`src/rtl/spi_reg_pkg.sv`:
```
// Shared constants and FSM encoding for the SPI command/register layer.
package spi_reg_pkg;

  localparam int ADDR_W     = 7;
  localparam int CMD_RW_BIT = 7;

  localparam logic [ADDR_W-1:0] ADDR_STAT = 7'h7E;
  localparam logic [ADDR_W-1:0] ADDR_ID   = 7'h7F;

  // Fixed encodings so the debug state output stays stable across revisions.
  localparam logic [1:0] ST_IDLE = 2'd0;
  localparam logic [1:0] ST_CMD  = 2'd1;
  localparam logic [1:0] ST_WR   = 2'd2;
  localparam logic [1:0] ST_RD   = 2'd3;

  typedef enum logic [1:0] {
    IDLE = ST_IDLE,
    CMD  = ST_CMD,
    WR   = ST_WR,
    RD   = ST_RD
  } state_e;

endpackage

```
`src/rtl/spi_edge_det.sv`:
```
// Registered edge detector: one stage holds the previous level, rise/fall
// are registered single-cycle pulses.
module spi_edge_det #(
  parameter logic RST_LVL = 1'b0
) (
  input  logic clk_200m,
  input  logic rst_n,
  input  logic sig,
  output logic rise,
  output logic fall
);

  logic sig_q;

  // Remember last level and flag transitions against it.
  always_ff @(posedge clk_200m or negedge rst_n) begin
    if (!rst_n) begin
      sig_q <= RST_LVL;
      rise  <= 1'b0;
      fall  <= 1'b0;
    end else begin
      sig_q <= sig;
      rise  <= sig & ~sig_q;
      fall  <= ~sig & sig_q;
    end
  end

endmodule

```
`src/rtl/spi_reg_bank.sv`:
```
// Byte-level command decoder and control register file behind the SPI slave.
// Protocol per frame: {rw, addr[6:0]} then data bytes, address auto-increments.
//
// Handshake: recv_done / send_done are levels from the slave; only their
// rising edge is an event. send_flag is a one-cycle request that the slave
// must take together with send_data; it is never held or repeated, and
// tx_pending tracks it until the slave reports send_done.
module spi_reg_bank
  import spi_reg_pkg::*;
#(
  parameter int                NREG    = 16,
  parameter logic [7:0]        DEV_ID  = 8'hA5,
  parameter logic [NREG*8-1:0] RST_VAL = '0
) (
  input  logic              clk_200m,
  input  logic              rst_n,
  input  logic              cs,
  input  logic [7:0]        recv_data,
  input  logic              recv_done,
  input  logic              send_done,
  input  logic [7:0]        stat_in,
  output logic [7:0]        send_data,
  output logic              send_flag,
  output logic [NREG*8-1:0] reg_q,
  output logic              wr_stb,
  output logic [6:0]        wr_addr,
  output logic [7:0]        wr_data,
  output logic              tx_underrun,
  output logic [1:0]        fsm_state
);

  logic              cs_meta;
  logic              cs_sync;
  logic              cs_rise;
  logic              cs_fall;
  logic              rx_ev;
  logic              rx_fall;
  logic              tx_ev;
  logic              tx_fall;
  logic [7:0]        rx_byte;
  logic [ADDR_W-1:0] ptr;
  logic              rsp_req;
  logic              tx_pending;
  logic [7:0]        rd_mux;
  logic              frame_end;
  logic              ptr_in_range;
  logic              unused_edges;
  state_e            state;

  assign unused_edges = rx_fall | tx_fall;
  assign fsm_state    = state;
  assign frame_end    = cs_sync | cs_rise;
  assign ptr_in_range = int'(ptr) < NREG;

  // Two-flop synchroniser for the raw chip select; idles deselected.
  always_ff @(posedge clk_200m or negedge rst_n) begin
    if (!rst_n) begin
      cs_meta <= 1'b1;
      cs_sync <= 1'b1;
    end else begin
      cs_meta <= cs;
      cs_sync <= cs_meta;
    end
  end

  spi_edge_det #(.RST_LVL(1'b1)) u_cs_edge (
    .clk_200m (clk_200m),
    .rst_n    (rst_n),
    .sig      (cs_sync),
    .rise     (cs_rise),
    .fall     (cs_fall)
  );

  spi_edge_det #(.RST_LVL(1'b0)) u_rx_edge (
    .clk_200m (clk_200m),
    .rst_n    (rst_n),
    .sig      (recv_done),
    .rise     (rx_ev),
    .fall     (rx_fall)
  );

  spi_edge_det #(.RST_LVL(1'b0)) u_tx_edge (
    .clk_200m (clk_200m),
    .rst_n    (rst_n),
    .sig      (send_done),
    .rise     (tx_ev),
    .fall     (tx_fall)
  );

  // Capture the received byte in step with the registered rx event.
  always_ff @(posedge clk_200m or negedge rst_n) begin
    if (!rst_n) rx_byte <= 8'h00;
    else        rx_byte <= recv_data;
  end

  // Response source for the current pointer.
  always_comb begin
    rd_mux = 8'h00;
    if (ptr == ADDR_ID) begin
      rd_mux = DEV_ID;
    end else if (ptr == ADDR_STAT) begin
      rd_mux = stat_in;
    end else begin
      for (int i = 0; i < NREG; i++) begin
        if (ptr == ADDR_W'(i)) rd_mux = reg_q[8*i +: 8];
      end
    end
  end

  // Command FSM, register file writes and response issue.
  always_ff @(posedge clk_200m or negedge rst_n) begin
    if (!rst_n) begin
      state       <= IDLE;
      ptr         <= '0;
      rsp_req     <= 1'b0;
      tx_pending  <= 1'b0;
      tx_underrun <= 1'b0;
      send_data   <= 8'h00;
      send_flag   <= 1'b0;
      reg_q       <= RST_VAL;
      wr_stb      <= 1'b0;
      wr_addr     <= '0;
      wr_data     <= 8'h00;
    end else begin
      rsp_req   <= 1'b0;
      send_flag <= 1'b0;
      wr_stb    <= 1'b0;
      if (frame_end) begin
        // Deselect wins over any byte or response in flight.
        state      <= IDLE;
        tx_pending <= 1'b0;
      end else begin
        if (tx_ev) tx_pending <= 1'b0;
        if (rsp_req) begin
          send_data  <= rd_mux;
          send_flag  <= 1'b1;
          tx_pending <= 1'b1;
          ptr        <= ptr + 7'd1;
        end
        case (state)
          IDLE: if (cs_fall) state <= CMD;
          CMD: begin
            if (rx_ev) begin
              ptr <= rx_byte[ADDR_W-1:0];
              if (rx_byte[CMD_RW_BIT]) begin
                state   <= RD;
                rsp_req <= 1'b1;
                if (rx_byte[ADDR_W-1:0] == ADDR_STAT) tx_underrun <= 1'b0;
              end else begin
                state <= WR;
              end
            end
          end
          WR: begin
            if (rx_ev) begin
              for (int i = 0; i < NREG; i++) begin
                if (ptr == ADDR_W'(i)) reg_q[8*i +: 8] <= rx_byte;
              end
              if (ptr_in_range) begin
                wr_stb  <= 1'b1;
                wr_addr <= ptr;
                wr_data <= rx_byte;
              end
              ptr <= ptr + 7'd1;
            end
          end
          RD: begin
            if (rx_ev) begin
              rsp_req <= 1'b1;
              if (tx_pending) tx_underrun <= 1'b1;
            end
          end
          default: state <= IDLE;
        endcase
      end
    end
  end

endmodule

```
`config.mk`:
```
export PLATFORM = sky130hd
export DESIGN_NAME = spi_reg_bank
export DESIGN_NICKNAME = d
export VERILOG_FILES = /design/src/rtl/spi_reg_pkg.sv /design/src/rtl/spi_edge_det.sv /design/src/rtl/spi_reg_bank.sv
export SDC_FILE = /design/constraint.sdc
export NUM_CORES = 1
export LEC_CHECK = 0
export ABC_AREA = 1
export CAP_MARGIN = 20
export CORE_ASPECT_RATIO = 0.75
export CORE_UTILIZATION = 40
export CTS_CLUSTER_SIZE = 10
export DETAILED_ROUTE_END_ITERATION = 12
export DONT_BUFFER_PORTS = 1
export PLACE_DENSITY = 0.62
export SLEW_MARGIN = 10
export SYNTH_ARGS = -nofsm -noshare
export SYNTH_HDL_FRONTEND = slang
export SYNTH_HIERARCHICAL = 1
export SYNTH_SLANG_ARGS = --single-unit
```
`constraint.sdc`:
```
create_clock -name clk_200m -period 4.59 [get_ports clk_200m]
set_input_delay 0.918 -clock clk_200m [delete_from_list [all_inputs] [get_ports clk_200m]]
set_output_delay 0.918 -clock clk_200m [all_outputs]
set_load 0.05 [all_outputs]
```
# [After elaboration in Yosys (flattened, before gate mapping)]
# Cells that the tools add are included.
[op_classes] n_addsub=1 magnitude_cmp=1 eq_ne=28 n_mux=47 bitwise_logic=10 n_reduce_logical=25
[ops] cell="8-bit two-way mux" n=18
[ops] cell="4-bit AND reduction" n=17
[ops] cell="7-bit by 4-bit equality test with 1-bit output, second input constant" n=8
[ops] cell="7-bit by 3-bit equality test with 1-bit output, second input constant" n=4
[ops] cell="7-bit equality test, second input constant" n=3
[ops] cell="7-bit two-way mux" n=3
[ops] cell="1-bit two-way mux" n=19
[ops] cell="7-bit by 2-bit equality test with 1-bit output, second input constant" n=2
[ops] cell="7-bit case mux with 2 select lines" n=1
[ops] cell="7-bit by 1-bit adder with 7-bit output, second input constant" n=1
[ops] cell="7-bit by 1-bit equality test with 1-bit output, second input constant" n=1
[ops] cell="7-bit zero test" n=1
[ops] cell="7-bit by 5-bit less-than comparator with 1-bit output, second input constant" n=1
[ops] cell="7-bit AND reduction" n=1
[ops] cell="2-bit two-way mux" n=3
[ops] cell="2-bit != test, second input constant" n=3
[ops] cell="3-bit by 2-bit != test with 1-bit output, second input constant" n=2
[ops] cell="3-bit nonzero test" n=2
[ops] cell="1-bit inverter" n=5
[ops] cell="1-bit AND" n=4
[ops] cell="2-bit equality test, second input constant" n=2
[ops] cell="2-bit by 1-bit != test with 1-bit output, second input constant" n=2
[ops] cell="1-bit case mux with 2 select lines" n=2
[ops] cell="2-bit case mux with 2 select lines" n=1
[ops] cell="6 further kinds" n=6
[totals] ff_bits=182 in_bits=21 out_inout_bits=156 wordCells=148

# [Depth between registers and ports, before layout]
# Gate-level depths: netlist of the first run.
[logic_depth] depth_word=19 mapped_depth=24 depth_no_buf=24

# [Cells and area by module]
# Netlist of the first run, hierarchy kept.
[modules_own_cells] module="spi_reg_bank" n_inst=1 cells_each=1015 area_per_inst_um2=8310.5 seq_area_each_um2=4381.7
[modules_own_cells] module="spi_edge_det (u_rx_edge ...)" n_inst=2 cells_each=7 area_per_inst_um2=90.1 seq_area_each_um2=75.1
[modules_own_cells] module="spi_edge_det (u_cs_edge)" n_inst=1 cells_each=7 area_per_inst_um2=91.3 seq_area_each_um2=76.3

# [Worst setup path before layout of the first run]
# No wires, ideal clock.
[synth_path] path_type="flip-flop to flip-flop" start="register ptr[1]" end="register send_data[4]" setup_time_ps=118 t_arrival_ps=2180 t_required_ps=4472 path_slack_ps=2292 path_stages_with_launch=21 path_buffers=0 synth_period_minus_slack_ps=2298 path_cell_list="dfrtp_1 > inv_1 > ha_1 > bufinv_8 > nor3_4 > inv_4 > or2_0 > nand2_1 > nand2_1 > nand2_1 > nand2_1 > nand2_1 > nand3_1 > nand3_1 > nand3_1 > nand2_1 > nand2_1 > nand2_1 > nand2_1 > nand2_1 > nand2_1"
[synth_via] elab_chain_len=19 elab_cells_between_ends=36 cone_classes="eq/ne: 17; mux: 18; reduce/logical: 1"
[synth_rtl] item="start: declaration" line="spi_reg_bank.sv:41" source="logic [ADDR_W-1:0] ptr;"
[synth_rtl] item="start signal: assignment" line="spi_reg_bank.sv:138" source="ptr <= ptr + 7'd1;"
[synth_rtl] item="start signal: assignment" line="spi_reg_bank.sv:144" source="ptr <= rx_byte[ADDR_W-1:0];"
[synth_rtl] item="start signal: assignment" line="spi_reg_bank.sv:164" source="ptr <= ptr + 7'd1;"
[synth_rtl] item="7-bit zero test" line="spi_reg_bank.sv:105" source="if (ptr == ADDR_W'(i)) rd_mux = reg_q[8*i +: 8];"
[synth_rtl] item="8-bit two-way mux (16 in series)" line="spi_reg_bank.sv:105"
[synth_rtl] item="8-bit two-way mux" line="spi_reg_bank.sv:101" source="end else if (ptr == ADDR_STAT) begin"
[synth_rtl] item="8-bit two-way mux *" line="spi_reg_bank.sv:99" source="if (ptr == ADDR_ID) begin"
[synth_rtl] item="end signal: assignment" line="spi_reg_bank.sv:135" source="send_data <= rd_mux;"
[synth_rtl] item="end: declaration" line="spi_reg_bank.sv:22" source="output logic [7:0] send_data,"
# Mark *: on every way between the ends. The rest lies on a longest branch, timed or not.
# A chain may end at the register's enable or synchronous reset.

# [Worst setup path in the final report of the first run]
[layout_path] start="register ptr[5]" end="register send_data[6]"
# Same word-level chain as after synthesis.

==> results of run 1 <==
power by group:
| group | switching (uW) | total [uW] | internal, uW |
|---|---|---|---|
| Sequential | 689 | 2450 | 1760 |
| Combinational | 545 | 805 | 260 |
| Clock | 669 | 1470 | 799 |
| Total | 1900 | 4720 | 2820 |
registers in the layout, indices dropped and copies added (netlist names), 2 cells and up:
signal	flops
ptr	7
fsm_state	2
rx_byte	8
wr_addr	7
wr_data	8
reg_q	128
send_data	8
worst min path at each step:
| stage | from | endpoint | slack (ns) |
|---|---|---|---|
| final | rst_n | reg_q[62] | 0.18 |
| after global routing | rst_n | send_data[2] | 0.15 |
| after CTS | rst_n | reg_q[104] | 0.16 |
| after detailed placement | cs_meta | cs_sync | 0.35 |
| after global placement | cs_meta | cs_sync | 0.35 |
| after floorplan | cs_meta | cs_sync | 0.35 |
metal layers:
metal | global-route usage | share of wire | wire, um | vias up
met5 | 0 | 0 | 0 | -
met4 | 0.0694 | 0.013 | 323 | 0
met3 | 0.0821 | 0.097 | 2390 | 24
met2 | 0.325 | 0.42 | 10300 | 263
met1 | 0.331 | 0.47 | 11600 | 3259
li1 | - | - | - | 3310
worst reg2reg max path, delay by kind of cell, from the launching register on:
kind            cells  cell delay (ns)
compound gates      1             0.13
buf+inv             1             0.14
flops               1             0.41
simple gates       20             2.35
layout by cell type (no fill, tap or decap), types with 4 or more instances in the layout:
master,n
nand2_1,317
dfrtp_1,179
o21ai_0,153
nor2_1,92
a21oi_1,76
inv_1,53
nand3_1,31
clkbuf_16,17
o211ai_1,8
ha_1,8
buf_4,7
inv_2,6
nor3_2,6
or2_1,6
or2_2,6
nor3_4,4
or2_0,4
nand4_1,4
final cells by class:
cell class | instances | area, um2
clock inverters | 12 | 115
repair buffers | 7 | 52.6
multi-input cells | 741 | 3430
well taps | 282 | 353
inverters | 64 | 285
flip-flops and latches | 182 | 4560
clock buffers | 20 | 467
fillers | 2033 | 11300
diodes | 1 | 2.50
per-stage QoR:
| stage | total power (uW) | cells | utilization |
|---|---|---|---|
| 3_5_place_dp | 3270 | 1276 | 0.422 |
| 6_report | 4720 | 1309 | 0.451 |
| 4_1_cts | 4730 | 1308 | 0.451 |
| 3_3_place_gp | 3260 | 1276 | 0.422 |
| 2_1_floorplan | 3030 | 1030 | - |
| 5_1_grt | 4940 | 1309 | 0.451 |
==> metrics.md, run 1 <==
| Metric | Value |
|---|---|
| Rel. slew slack | 0.374 |
| # setup viols final | 0 |
| Final Hold Fails | 0 |
| Max Transition Viols Final | 0 |
| Status | finished, final reports clean |
| Overall die width | 170 um |
| Measured slew at the worst slew-check pin | 0.938 ns |
| Worst clock skew | 0.0135 ns |
| Critical Path Stages | 22 |
| R2R Path Start | ptr[5] |
| Post-CTS Setup Bufs | 0 |
| Worst reg2reg path depth | 22 |
| Crit Path Category | flop to flop |
| Slack of the worst reg-to-reg path | 1.46 ns |
| CP Data Arrival Time | 3.46 ns |
| Final ANT Viol Nets | 0 |
| CTS Buf Count | 17 |
| Leakage Power | 0.00433 uW |
| Total track usage | 0.231 |
| RSZ-0062 raised after global routing | false |
| CTS max path bufs | 2 |
| Vias in the first global route | 6535 |
| Final Cycle Share | 0.682 |
| Ports | 177 |
| Critical-path top delay cell | nor2_1 |
| CP max stage delay | 0.71 ns |
| CP endpoint kind | flop |
| Die Area | 0.0219 mm2 |
| F_max | 319 MHz |
| Total global routing overflow | 0 |
| Pre-CTS setup slack | 1.55 ns |
| Req. time, crit path | 4.92 ns |
| H-tree lvl count | 4 |
| Root Buffer | clkbuf_16 |
| Largest net degree at the start of global routing | 183 |
| Setup WS post-layout | 1.46 ns |
| Placed Area | 0.00868 mm2 |
| Post-DP HPWL | 16700 um |
| Post-Syn Nets | 1059 |
| CTS resizes | 0 |
| Net total in the final layout | 1042 |
| Fin Hold WS | 0.176 ns |
| Port Buffers | 0 |
| Syn Area/Cell | 8.27 um2 |
| Setup crit end | send_data[6] |
| Placer congestion estimate | 0.870 |
| Power per cell area | 510 mW/mm2 |
| Worst-Skew Late Latency | 0.44 ns |
| CP max FO | 17 |
| Final instance area | 0.00927 mm2 |
| Most used cell, CP | nand2_1 |
| Worst-case vdd ir drop | 330 uV |
| Via/cell ratio | 5.24 |
| Mapped Cells | 1030 |
| TritonCTS clock tree | done |
| Per-cell routed wire length | 18.8 um |
| First-pass GRT wire length | 38000 um |
| Hold Path Class | input port to async pin |
| Crit path buffers/inverters | 1 |
| Syn Std Cell Area | 0.00852 mm2 |
| Setup Total Neg Slack | 0 ns |
| Residual DRC | 0 |
| Core area | 0.0206 mm2 |
| Reg2reg end | send_data[6] |
| Post-CTS Hold Buffers | 0 |
| Router iterations before antenna repair | 8 |
| Initial antenna violation count | 2 |
| Layout cells sized above 1 | 0.0750 |
| Clk slew on worst S/H paths | 0.07 ns |
| Drt initial violations | 690 |
| Row cnt | 45 |
| Die Height | 128 um |
| YS warnings | 6 |
| Max-Cap Viols | 0 |
| Starting Density | 0.414 |
| Crit. Startpoint | ptr[5] |
| Via count | 6856 |
| Clk sinks | 182 |
| Worst path top cell family by delay | simple AND/OR/NAND/NOR gates |
| P&R area growth vs syn | 8.80% |
| Critical path startpoint category | flop |
| Fin crit period | 3.13 ns |
| Final WL | 24500 um |
| Worst path cell trace | nor2_2 > nand2_4 > nor2_1 > inv_2 > nor2_1 > nor2_1 > nand2_1 > nand2_1 > o21ai_1 > nand2_1 > nand2_1 > nand2_1 > nand2_1 > nand2_1 > nand3_1 > nand3_1 > nand2_1 > nand2_1 > nand2_1 > nand2_1 > nand2_1 > nand2_1 |
Power figures use the tool's default switching activity.
==> run 2, diff against run 1 <==
--- a/config.mk
+++ b/config.mk
@@ -12,7 +12,7 @@
 export CTS_CLUSTER_SIZE = 10
 export DETAILED_ROUTE_END_ITERATION = 12
 export DONT_BUFFER_PORTS = 1
-export PLACE_DENSITY = 0.62
+export PLACE_DENSITY = 0.64
 export SLEW_MARGIN = 10
 export SYNTH_ARGS = -nofsm -noshare
 export SYNTH_HDL_FRONTEND = slang
==> constraint.sdc (replaced) <==
create_clock -name clk_200m -period 2.85 [get_ports clk_200m]
set_input_delay 0.57 -clock clk_200m [delete_from_list [all_inputs] [get_ports clk_200m]]
set_output_delay 0.57 -clock clk_200m [all_outputs]
set_load 0.05 [all_outputs]
==> metrics.md, run 2 (synthesis results as in run 1) <==
| Metric | Value |
|---|---|
| Worst-case vdd ir drop | 688 uV |
| Critical-path top delay cell | dfrtp_1 |
| Most flops, register | reg_q |
| Die Area | 0.0219 mm2 |
| Hold Path Class | input port to async pin |
| CP Data Arrival Time | 2.96 ns |
| Via count | 7075 |
| Most used cell, CP | nand2_1 |
| Met3 usage | 0.0787 |
| Drt initial violations | 772 |
| Router iterations before antenna repair | 5 |
| Worst-Skew Late Latency | 0.43 ns |
| Ports | 177 |
| Status | complete, but fails checks |
| CTS max path bufs | 2 |
| Final Cycle Share | 0.924 |
| Residual DRC | 0 |
| Starting Density | 0.414 |
| CTS Buf Count | 17 |
| P&R area growth vs syn | 10.9% |
| Via/cell ratio | 5.34 |
| CP endpoint kind | flop |
| Final instance area | 0.00944 mm2 |
| Setup Total Neg Slack | 0 ns |
| Clk slew on worst S/H paths | 0.07 ns |
| # setup viols final | 0 |
| Per-cell routed wire length | 18.8 um |
| TritonCTS clock tree | done |
| Max-Cap Viols | 0 |
| Critical path startpoint category | flop |
| Most frequent cells in the layout | nand2_1 (317), dfrtp_1 (179), o21ai_0 (153) |
| First-pass GRT wire length | 38700 um |
| Worst path cell trace | inv_2 > ha_1 > inv_2 > nor2_2 > nand2_2 > buf_4 > nor2_1 > nor2_1 > nand2_1 > nand3_1 > nand2_1 > nand2_1 > nand2_1 > nand4_1 > nand3_1 > nand2_1 > nand2_1 > nand4_1 > nand2_1 > nand2_1 > nand2_1 > a21oi_1 |
| Worst path top cell family by delay | simple AND/OR/NAND/NOR gates |
| Net total in the final layout | 1059 |
| R2R Path Start | ptr[0] |
| Non-filler instance count after layout | 1325 |
| Layout cells sized above 1 | 0.0920 |
| Fillcell total | 2013 |
| Total global routing overflow | 0 |
| Root Buffer | clkbuf_16 |
| Inst Count DP | 1290 |
| CP max FO | 7 |
| Post-DP HPWL | 17400 um |
| Leakage Power | 0.00443 uW |
| Overall die width | 170 um |
| Initial antenna violation count | 0 |
| Fin crit period | 2.63 ns |
| H-tree lvl count | 4 |
| RSZ-0062 raised after global routing | false |
| Die Height | 128 um |
| Clk sinks | 182 |
| GRT busiest layer | met1 |
| Largest net degree at the start of global routing | 183 |
| Worst reg2reg path depth | 22 |
| Total track usage | 0.234 |
| Reg2reg end | send_data[0] |
| GR Util met2 | 0.338 |
| Power per cell area | 827 mW/mm2 |
| Worst clock skew | 0.0131 ns |
| Final WL | 24900 um |
| Crit Path Category | flop to flop |
| Vias in the first global route | 6628 |
| Req. time, crit path | 3.17 ns |
| Core area | 0.0206 mm2 |
| Row cnt | 45 |
| Crit path buffers/inverters | 3 |
| Final ANT Viol Nets | 0 |
| Placer congestion estimate | 0.905 |
| F_max | 380 MHz |
| Met1 Use GR | 0.340 |
| Fin Hold WS | -0.160 ns |
| Slack of the worst reg-to-reg path | 0.22 ns |
| Max Transition Viols Final | 0 |
| Port Buffers | 0 |
| Util after Layout | 0.459 |
| CP max stage delay | 0.43 ns |
| Placed Area | 0.00879 mm2 |
| Commonest non-fill, non-tap cell in the layout | nand2_1 |
| Rel. slew slack | 0.373 |
| Failing checks | hold timing |
| Max reg flops | 128 |
| Crit. Startpoint | ptr[0] |
| Final Hold Fails | 179 |
| ANT cells | 0 |
| Measured slew at the worst slew-check pin | 0.940 ns |
## run 2: changes by cell type in the layout (fill, tap and decap cells not counted), sizes merged
| cell | before | now |
|---|---|---|
| buf | 7 | 24 |
| bufinv | 3 | 6 |
| clkinv | 6 | 4 |
| clkinvlp | 2 | 1 |
| diode | 1 | 0 |
## run 2: repair_timing
action	4_1_cts	5_1_grt
endpoints found under the hold margin	179	179
setup endpoints to repair	0	8
buffers inserted	0	3
resized for setup	0	5
## run 2: cell type report
cell class / count / area [um2] / share of cell area
sequential: 182 / 4560 / 0.483
multi-input combinational: 741 / 3440 / 0.364
clock buffer: 20 / 437 / 0.0462
tap: 282 / 353 / 0.0374
inverter: 64 / 285 / 0.0302
clock inverter: 12 / 191 / 0.0203
timing repair buffer: 24 / 180 / 0.0191
## run 2: per-stage QoR
| stage | worst slack (ns) | power (uW) | hold slack (ns) |
|---|---|---|---|
| finish | 0.216 | 7810 | -0.160 |
| global route | 0.0191 | 8180 | -0.192 |
| CTS | 0.0793 | 7840 | -0.184 |
| detailed placement | 0.0953 | 5290 | 0.282 |
| global placement | 0.203 | 5260 | 0.283 |
| floorplan | 0.552 | 4880 | 0.274 |
## run 2: how the worst max path moves through the flow
stage                        end  slack, ns  cells past startpoint
floorplan           send_data[4]       0.55                     20
global placement    send_data[4]       0.20                     24
detailed placement  send_data[4]        0.1                     24
CTS                 send_data[4]       0.08                     24
global route        send_data[6]       0.02                     24
finish              send_data[0]       0.22                     22
## run 2: per-layer routing
metal	vias up	wire length, um
met5	-	0
met3	27	2610
met1	3397	11400
li1	3355	-
met4	0	237
met2	296	10700
## run 2: power by group
part	switching (uW)	total [uW]	internal, uW	leakage (uW)
Clock	1060	2550	1490	0.000302
Combinational	858	1310	456	0.00169
Sequential	1110	3950	2830	0.00244
Total	3030	7810	4780	0.00443
==> run 3, diff against run 2 <==
--- a/config.mk
+++ b/config.mk
@@ -12,7 +12,7 @@
 export CTS_CLUSTER_SIZE = 10
 export DETAILED_ROUTE_END_ITERATION = 12
 export DONT_BUFFER_PORTS = 1
-export PLACE_DENSITY = 0.64
+export PLACE_DENSITY = 0.62
 export SLEW_MARGIN = 10
 export SYNTH_ARGS = -nofsm -noshare
 export SYNTH_HDL_FRONTEND = slang
==> constraint.sdc (replaced) <==
create_clock -name clk_200m -period 2.9 [get_ports clk_200m]
set_input_delay 0.58 -clock clk_200m [delete_from_list [all_inputs] [get_ports clk_200m]]
set_output_delay 0.58 -clock clk_200m [all_outputs]
set_load 0.05 [all_outputs]
==> metrics.md, run 3 (synthesis results as in run 1) <==
| Metric | Value |
|---|---|
| Worst-Skew Late Latency | 0.44 ns |
| Final ANT Viol Nets | 0 |
| Die Area | 0.0219 mm2 |
| Worst path top cell family by delay | simple AND/OR/NAND/NOR gates |
| Net total in the final layout | 1056 |
| Ports | 177 |
| CP max FO | 11 |
| Max-Cap Viols | 0 |
| CTS Buf Count | 17 |
| CP endpoint kind | flop |
| Measured slew at the worst slew-check pin | 0.990 ns |
| Total track usage | 0.233 |
| Most used cell, CP | nand2_1 |
| Row cnt | 45 |
| Crit path buffers/inverters | 3 |
| First-pass GRT wire length | 38400 um |
| Die Height | 128 um |
| Setup Total Neg Slack | 0 ns |
| Reg2reg end | send_data[4] |
| Non-filler instance count after layout | 1323 |
| Fin Hold WS | -0.156 ns |
| Overall die width | 170 um |
| Setup WS post-layout | 0.278 ns |
| H-tree lvl count | 4 |
| Most flops, register | reg_q |
| Via count | 6915 |
| Critical-path top delay cell | dfrtp_1 |
| Layout cells sized above 1 | 0.0875 |
| Via/cell ratio | 5.23 |
| CP max stage delay | 0.42 ns |
| Req. time, crit path | 3.23 ns |
| Rel. slew slack | 0.339 |
| RSZ-0062 raised after global routing | false |
| Critical path startpoint category | flop |
| Final Hold Fails | 179 |
| Drt initial violations | 605 |
| Status | complete, but fails checks |
| Max reg flops | 128 |
| Initial antenna violation count | 1 |
| Hold Path Class | input port to async pin |
| Slack of the worst reg-to-reg path | 0.28 ns |
| Core area | 0.0206 mm2 |
| Residual DRC | 0 |
| Power per cell area | 800 mW/mm2 |
| Largest net degree at the start of global routing | 183 |
| CTS max path bufs | 2 |
| Router iterations before antenna repair | 5 |
| Worst reg2reg path depth | 24 |
| TritonCTS clock tree | done |
| Commonest non-fill, non-tap cell in the layout | nand2_1 |
| Starting Density | 0.414 |
| Total global routing overflow | 0 |
| F_max | 381 MHz |
| Port Buffers | 0 |
| Vias in the first global route | 6495 |
| Crit Path Category | flop to flop |
| Fin crit period | 2.62 ns |
| CP Data Arrival Time | 2.96 ns |
| Placer congestion estimate | 0.847 |
| Worst clock skew | 0.0103 ns |
| Failing checks | hold timing |
| Most frequent cells in the layout | nand2_1 (317), dfrtp_1 (179), o21ai_0 (153) |
| Final Cycle Share | 0.904 |
| Post-DP HPWL | 17300 um |
| Worst path cell trace | inv_2 > ha_1 > inv_2 > nor2_1 > nand2_2 > inv_2 > a21oi_1 > nand2_1 > nand2_1 > nand2_1 > nand2_1 > nand2_1 > nand2_1 > nand2_1 > nand2_1 > nand3_1 > nand3_1 > nand3_1 > nand2_1 > nand2_1 > nand2_1 > nand2_1 > nand2_1 > nand2_1 |
| Clk slew on worst S/H paths | 0.07 ns |
| Inst Count DP | 1289 |
| R2R Path Start | ptr[0] |
| Per-cell routed wire length | 18.8 um |
| # setup viols final | 0 |
| Leakage Power | 0.00439 uW |
| Max Transition Viols Final | 0 |
| Clk sinks | 182 |
| Critical Path Stages | 24 |
| Pre-CTS setup slack | 0.146 ns |
| P&R area growth vs syn | 10.0% |
| Worst-case vdd ir drop | 509 uV |
| Final WL | 24800 um |
| Root Buffer | clkbuf_16 |
==> run 3: cell types whose count changed in the layout (fill, tap and decap cells not counted), moves of 2 or more <==
cell | previous run | this run
bufinv_16 | 5 | 3
buf_4 | 24 | 21
clkinv_2 | 0 | 2
clkinvlp_4 | 1 | 3
==> run 3: worst max-delay path by stage <==
stage,from,end,slack (ns)
2_1_floorplan,ptr[1],send_data[4],0.60
3_3_place_gp,ptr[0],send_data[4],0.23
3_5_place_dp,ptr[0],send_data[4],0.15
4_1_cts,ptr[0],send_data[4],0.13
5_1_grt,ptr[1],send_data[3],0.02
6_report,ptr[0],send_data[4],0.28
==> run 3: report_power, final <==
| group | internal [uW] | leakage (uW) | switching [uW] |
|---|---|---|---|
| Sequential | 2780 | 0.00244 | 1090 |
| Combinational | 441 | 0.00168 | 848 |
| Clock | 1280 | 0.000276 | 1050 |
| Total | 4510 | 0.00439 | 2990 |
==> run 3: cell type report <==
type	count	area, um2
diodes	1	2.50
clock buffers	19	433
clock inverters	13	148
fillers	2020	11200
inverters	64	285
multi-input cells	741	3430
flip-flops and latches	182	4560
well taps	282	353
repair buffers	21	158
==> run 3: repair_timing <==
action | 4_1_cts | 5_1_grt
endpoints found under the hold margin | 179 | 179
setup buffers | 0 | 1
gates resized for setup | 0 | 2
setup endpoints to repair | 0 | 6
==> run 3: through the flow <==
stage | util | power, uW | area [um2]
2_1_floorplan | - | 4800 | 8520
3_3_place_gp | 0.427 | 5180 | 8780
3_5_place_dp | 0.427 | 5190 | 8780
4_1_cts | 0.455 | 7520 | 9360
5_1_grt | 0.456 | 7860 | 9370
6_report | 0.456 | 7500 | 9370
==> run 3: metal layers <==
layer / routed length (um) / global-route usage
met1: 11300 / 0.327
met2: 10500 / 0.336
met3: 2590 / 0.0895
met4: 352 / 0.0631
met5: 0 / 0
